## src/rtl/pre_bitstream_gatherer.sv

```systemverilog
// Gathers up to two words per lane per beat, compacts them in lane order and
// queues them in a circular FIFO for a one-word-per-cycle consumer.
module pre_bitstream_gatherer #(
  parameter int LANES      = 3,
  parameter int WORD_WIDTH = 16,
  parameter int DEPTH      = 16,
  parameter int CNT_WIDTH  = $clog2(DEPTH) + 1
) (
  input  logic                        general_clk,
  input  logic                        reset,
  input  logic                        in_valid,
  output logic                        in_ready,
  input  logic [2*LANES-1:0]          in_flag,
  input  logic [LANES*WORD_WIDTH-1:0] in_word_1,
  input  logic [LANES*WORD_WIDTH-1:0] in_word_2,
  output logic                        out_valid,
  output logic [WORD_WIDTH-1:0]       out_data,
  input  logic                        out_ready,
  output logic [CNT_WIDTH-1:0]        occupancy,
  output logic                        flag_error
);

  localparam int PTR_W = $clog2(DEPTH);
  localparam logic [CNT_WIDTH-1:0] DEPTH_C    = CNT_WIDTH'(DEPTH);
  localparam logic [CNT_WIDTH-1:0] BEAT_WORDS = CNT_WIDTH'(2 * LANES);

  logic [WORD_WIDTH-1:0] mem [DEPTH];
  logic [PTR_W-1:0]      rd_ptr;
  logic [PTR_W-1:0]      wr_ptr;
  logic [CNT_WIDTH-1:0]  occ;
  logic                  err;

  logic                  accept;
  logic                  rd;
  logic [CNT_WIDTH-1:0]  beat_cnt;
  logic [CNT_WIDTH-1:0]  wr_cnt;
  logic [LANES-1:0]      en_1;
  logic [LANES-1:0]      en_2;
  logic [LANES-1:0]      illegal;
  logic [PTR_W-1:0]      idx_1 [LANES];
  logic [PTR_W-1:0]      idx_2 [LANES];

  // Running prefix sum gives each lane its slot offset from the write pointer;
  // pointer arithmetic truncates to PTR_W so straddling writes wrap naturally.
  always_comb begin
    beat_cnt = '0;
    en_1     = '0;
    en_2     = '0;
    illegal  = '0;
    idx_1    = '{default: '0};
    idx_2    = '{default: '0};
    for (int k = 0; k < LANES; k++) begin
      en_1[k]    = |in_flag[2*k +: 2];
      en_2[k]    = in_flag[2*k+1];
      illegal[k] = &in_flag[2*k +: 2];
      idx_1[k]   = wr_ptr + PTR_W'(beat_cnt);
      idx_2[k]   = idx_1[k] + PTR_W'(1);
      beat_cnt   = beat_cnt + CNT_WIDTH'(en_1[k]) + CNT_WIDTH'(en_2[k]);
    end
  end

  // Readiness looks only at registered occupancy, so a full beat always fits.
  assign in_ready   = (DEPTH_C - occ) >= BEAT_WORDS;
  assign accept     = in_valid & in_ready;
  assign out_valid  = (occ != '0);
  assign rd         = out_valid & out_ready;
  assign wr_cnt     = accept ? beat_cnt : '0;
  assign out_data   = mem[rd_ptr];
  assign occupancy  = occ;
  assign flag_error = err;

  always_ff @(posedge general_clk) begin
    if (reset) begin
      rd_ptr <= '0;
      wr_ptr <= '0;
      occ    <= '0;
      err    <= 1'b0;
    end else begin
      rd_ptr <= rd_ptr + PTR_W'(rd);
      wr_ptr <= wr_ptr + PTR_W'(wr_cnt);
      occ    <= occ + wr_cnt - CNT_WIDTH'(rd);
      if (accept && (|illegal)) begin
        err <= 1'b1;
      end
    end
  end

  always_ff @(posedge general_clk) begin
    if (accept) begin
      for (int k = 0; k < LANES; k++) begin
        if (en_1[k]) mem[idx_1[k]] <= in_word_1[k*WORD_WIDTH +: WORD_WIDTH];
        if (en_2[k]) mem[idx_2[k]] <= in_word_2[k*WORD_WIDTH +: WORD_WIDTH];
      end
    end
  end

endmodule

```

## config.mk

```make
export PLATFORM = sky130hd
export DESIGN_NAME = pre_bitstream_gatherer
export DESIGN_NICKNAME = d
export VERILOG_FILES = /design/src/rtl/pre_bitstream_gatherer.sv
export SDC_FILE = /design/constraint.sdc
export NUM_CORES = 1
export LEC_CHECK = 0
export ABC_AREA = 1
export ABC_CLOCK_PERIOD_IN_PS = 9600
export CAP_MARGIN = 0
export CELL_PAD_IN_SITES_DETAIL_PLACEMENT = 1
export CELL_PAD_IN_SITES_GLOBAL_PLACEMENT = 1
export CORE_MARGIN = 3
export CORE_UTILIZATION = 45
export CTS_BUF_LIST = sky130_fd_sc_hd__clkbuf_8
export DETAILED_ROUTE_END_ITERATION = 16
export PLACE_DENSITY = 0.81
export SLEW_MARGIN = 25
export SYNTH_ARGS = -nofsm -noshare
export SYNTH_HDL_FRONTEND = slang
export SYNTH_SLANG_ARGS = --single-unit
```

## constraint.sdc

```tcl
create_clock -name general_clk -period 9.6 [get_ports general_clk]
set_input_delay 2.88 -clock general_clk [delete_from_list [all_inputs] [get_ports general_clk]]
set_output_delay 2.88 -clock general_clk [all_outputs]
set_load 0.05 [all_outputs]
```

Yosys cells after proc, flatten, opt, wreduce, memory -nomap -nowiden
Memories as Yosys holds them, arrays and structs flattened. A register that Yosys moved wholly into a read port is not among the register bits.
Index checks and enable logic that the tools add are counted.
{"block": "op_classes", "n_reduce_logical": 9, "addsub": 15, "n_bitwise": 2, "n_mux": 20, "magnitude_cmp": 1}
{"operator": "$mux 1", "n": 18}
{"operator": "$add 4x1->4 const B", "n": 3}
{"operator": "$add 4x4->4", "n": 2}
{"operator": "$reduce_and 2->1", "n": 3}
{"operator": "$reduce_or 2->1", "n": 3}
{"operator": "$add 4x1->5", "n": 1}
{"operator": "$add 5x1->5", "n": 1}
{"operator": "$add 5x5->5", "n": 1}
{"operator": "$ge 5x3->1 const B", "n": 1}
{"operator": "$mux 5", "n": 1}
{"operator": "$reduce_bool 5->1", "n": 1}
{"operator": "$sub 5x1->5", "n": 1}
{"operator": "$sub 5x5->5 const A", "n": 1}
{"operator": "$add 3x1->4", "n": 1}
{"operator": "$add 4x1->4", "n": 1}
{"operator": "$add 4x2->4", "n": 1}
{"operator": "$mux 4", "n": 1}
{"operator": "$add 2x1->3", "n": 1}
{"operator": "$reduce_or 3->1", "n": 1}
{"operator": "$add 1x1->2", "n": 1}
{"operator": "$and 1x1->1", "n": 2}
{"operator": "$logic_and 1x1->1", "n": 1}
{"block": "word_totals", "ff_bits": 14, "inputBits": 106, "word_cells": 52, "ram_bits": 256, "out_inout_bits": 24, "mem_count": 1}
{"memory": "mem", "words": 16, "word_bits": 16, "read_ports": 1, "rd_ports_with_merged_regs": 1, "write_ports": 6, "line": "27", "text": "logic [WORD_WIDTH-1:0] mem [DEPTH];"}

Depth between registers and ports, before layout
{"block": "logic_depth", "word_depth": 9, "ltp_mapped": 23, "ltp_nobuf": 19}

Worst setup path before layout
Ideal clock, no wire load.
{"block": "synth_path", "path_type": "in2reg", "startpoint": "input port in_flag[1]", "endpoint": "memory mem[7][0], enable pin", "setup_slack_ns": 2.495, "cell_stages": 16, "setup_ns": 0.376, "arrival_time_ns": 6.729, "required_ns": 9.224, "path_buffers": 5, "cell_sequence": "clkbuf_1 > buf_2 > clkbuf_1 > clkbuf_1 > nor2_1 > fa_1 > ha_1 > fa_1 > xor2_1 > inv_1 > nor2_1 > nand2_1 > nor2_2 > inv_1 > clkbuf_1 > nand4_1"}
{"item": "start: declaration", "line": "13", "text": "input logic [2*LANES-1:0] in_flag,"}
{"item": "end: declaration", "line": "27"}

==> impl_metrics.ini <==
[status]
status = finished, final reports clean

[global_route]
grt_max_degree = 92
antenna_found_initial = 14
grtUsageTotal_pct = 53.1
overflow = 0
grt_pass1_vias = 32000
grt_pass1_wl_um = 240000

[cts]
cts_max_level = 2
cts_buffers = 48
cts_setup_buffers = 0
clock_path_buffers = 3
insertion_delay_ns = 0.69
cts_tree = yes
cts_root_buffer = clkbuf_8
cts.clk_slew.worst_paths_ns = 0.06
cts.repair.resized = 0
cts_sinks = 270
cts_hold_buf = 0

[setup_path]
cp-end-kind = flip-flop
cp_max_fo = 17
rrSetupSlack_ns = 4.70
crit_type = input pin to flip-flop
start_kind = input pin
reg2regPathDepth = 12
r2r_start = occupancy[0]
critPathArrivalTime_ns = 7.77
r2r-end = mem[5][5]
required_ns = 9.66

[timing]
finalCriticalPeriod_ns = 7.71
clock_skew_ns = 0.0742
tns_ns = 0
whs_ns = 0.465
hold_viol = 0
fmax_mhz = 130
fin_crit_sh_pct = 80.3
setup_viol = 0
drv_slew = 0
tightest_slew_ns = 1.23
grt_setup_unrepaired = no
relSlewSlack_pct = 17.7

[floorplan]
initial_core_util_pct = 45.8
die_x_um = 252
coreArea_mm2 = 0.0594
die_h_um = 252
dieArea_mm2 = 0.0634
core.rowCount = 89
io_pins = 130

[synth]
ys.flop_type = edfxtp_1
synth_nets = 4588
yosysSeqAreaShare_pct = 29.3
netlist_area_mm2 = 0.0272
yosys_warnings = 0
synthTopCellsByArea = edfxtp_1 28%, nand2_1 22%, a21oi_1 8.9%
yosysTopAreaCell = edfxtp_1
synth-async-reset-ratio_pct = 0
syn_area_per_cell_um2 = 6.10
synth_edf_count = 256
postSynthCellCount = 4456
ys_ff_latch = 270
synth.top_cell.area_share_pct = 28.3
synthDistinctLibCells = 39

[pwr]
power_frac_comb_pct = 59.1
pwr-share-seq_pct = 26.2
p_sw_mw = 4.28
swShare_pct = 55.1
p_int_mw = 3.48
power.total_mw = 7.76
p_per_area_mw_per_mm2 = 261
power_frac_clock_pct = 14.7
peakVddDrop_mv = 0.357
p_leak_nw = 13.3

[finish]
final_nets = 4506
final_cell_mix = 1559 x nand2_1, 481 x a21oi_1, 401 x inv_1, 336 x o21ai_0, 307 x nand3_1
num-fill-cells = 8130
syn_to_final_growth_pct = 9.41
fin_util_pct = 50.1
drive_gt1_share_pct = 6.05
layout_commonest_cell = nand2_1

[drt]
drt_wl_total_um = 175000
drtAntennaViolNets = 0
avgRoutedWirePerCell_um = 33.7
remaining_drc_errors = 0
firstDrtPassIters = 7
via_count = 35300
vias_per_cell = 6.80
drt-initial-drc-count = 6557

[place]
portBuffers = 129
dp_hpwl_um = 129000
place_congestion = 1.08

[hold_path]
hp-class = flip-flop to flip-flop
min_path_cells = 1
hold_end = flag_error
hold_path_startpoint = flag_error

[run]
maxCapViolCount = 0
## critical path, cell delays in order
cell             delay (ns)
clkdlybuf4s50_1        0.62
inv_1                  0.07
nand2_1                0.41
fa_1                   0.61
ha_1                   0.26
fa_1                   0.41
xor2_1                 0.23
nor2_1                 0.15
inv_1                  0.09
nor2_1                 0.05
nand2_1                0.35
clkinv_1               0.59
nor2_1                 0.23
nand4_1                0.78
## cells by family after synthesis
logic type / after synthesis / share of synthesized area, %
mux: 64 / 2.36
flops: 270 / 29.3
compound gates: 1005 / 19.7
xor+xnor: 10 / 0.322
fa+ha+maj: 26 / 1.36
buf+inv: 809 / 11.6
simple gates: 2272 / 35.4
## Yosys cell counts, types with 2 or more instances
cell type and n:
nand2_1 1559, a21oi_1 481, inv_1 388, o21ai_0 336, nand3_1 307, edfxtp_1 256, clkbuf_1 243, nor2_1 193
nand4_1 151, o211ai_1 94, buf_2 75, mux2i_1 64, o21ai_1 63, buf_1 42, inv_2 34, a22oi_1 26
clkinv_1 21, ha_1 20, nor2_2 18, dfxtp_1 14, nor2_4 12, nand4_2 7, fa_1 6, nand3_2 6
nand2_2 5, xnor2_1 5, xor2_1 5, buf_4 4, nor3_1 4, nor4_1 3, a211o_1 2, a31oi_1 2
nand3_4 2, nand3b_1 2, or2_2 2
## registers in the layout, indices dropped and copies added (netlist names)
name and cells:
occupancy 5, flag_error 1, mem 256, wr_ptr 4, rd_ptr 4
## metal layers
| layer | share of wire, % | track usage (%) | up-vias |
|---|---|---|---|
| li1 | - | - | 14600 |
| met1 | 36 | 68.3 | 16600 |
| met3 | 18 | 26.6 | 779 |
| met4 | 7.6 | 27.7 | 18 |
| met2 | 38 | 72.4 | 3309 |
| met5 | 0.065 | 0 | - |
## worst max-delay path by stage
stage / slack, ns / end / start / cells after the start
final: 1.89 / mem[0][8] / in_flag[3] / 14
after global routing: 1.55 / mem[0][12] / in_flag[3] / 14
after CTS: 2.06 / mem[0][8] / in_flag[3] / 14
after detailed placement: 1.44 / mem[0][13] / in_flag[3] / 14
after global placement: 1.55 / mem[0][11] / in_flag[3] / 14
after floorplan: 2.49 / mem[7][0] / in_flag[1] / 16
## through the flow
step	std cells	setup slack (ns)	instance area, µm²
2_1_floorplan	4456	2.49	27200
3_3_place_gp	5092	1.55	28700
3_5_place_dp	5092	1.44	28700
4_1_cts	5182	2.06	29700
5_1_grt	5189	1.55	29700
6_report	5192	1.89	29700
## power groups by stage
stage	Combinational (mW)	Clock, mW	Sequential [mW]
4_1_cts	4.25	1.12	2.03
3_3_place_gp	4.09	0	2.02
6_report	4.58	1.14	2.04
2_1_floorplan	2.53	0	1.96
5_1_grt	4.70	1.18	2.05
3_5_place_dp	4.21	0	2.05
## final cells by class
class / instances / area (µm²) / share of cell area [%]
clock inverter: 37 / 226 / 0.762
timing repair buffer: 234 / 2090 / 7.03
clock buffer: 53 / 729 / 2.45
sequential: 270 / 7970 / 26.8
multi-input combinational: 3377 / 16100 / 54.0
inverter: 443 / 1660 / 5.59
antenna: 5 / 12.5 / 0.0421
tap: 773 / 967 / 3.25
Note: power is estimated with default switching activity, not from simulation.
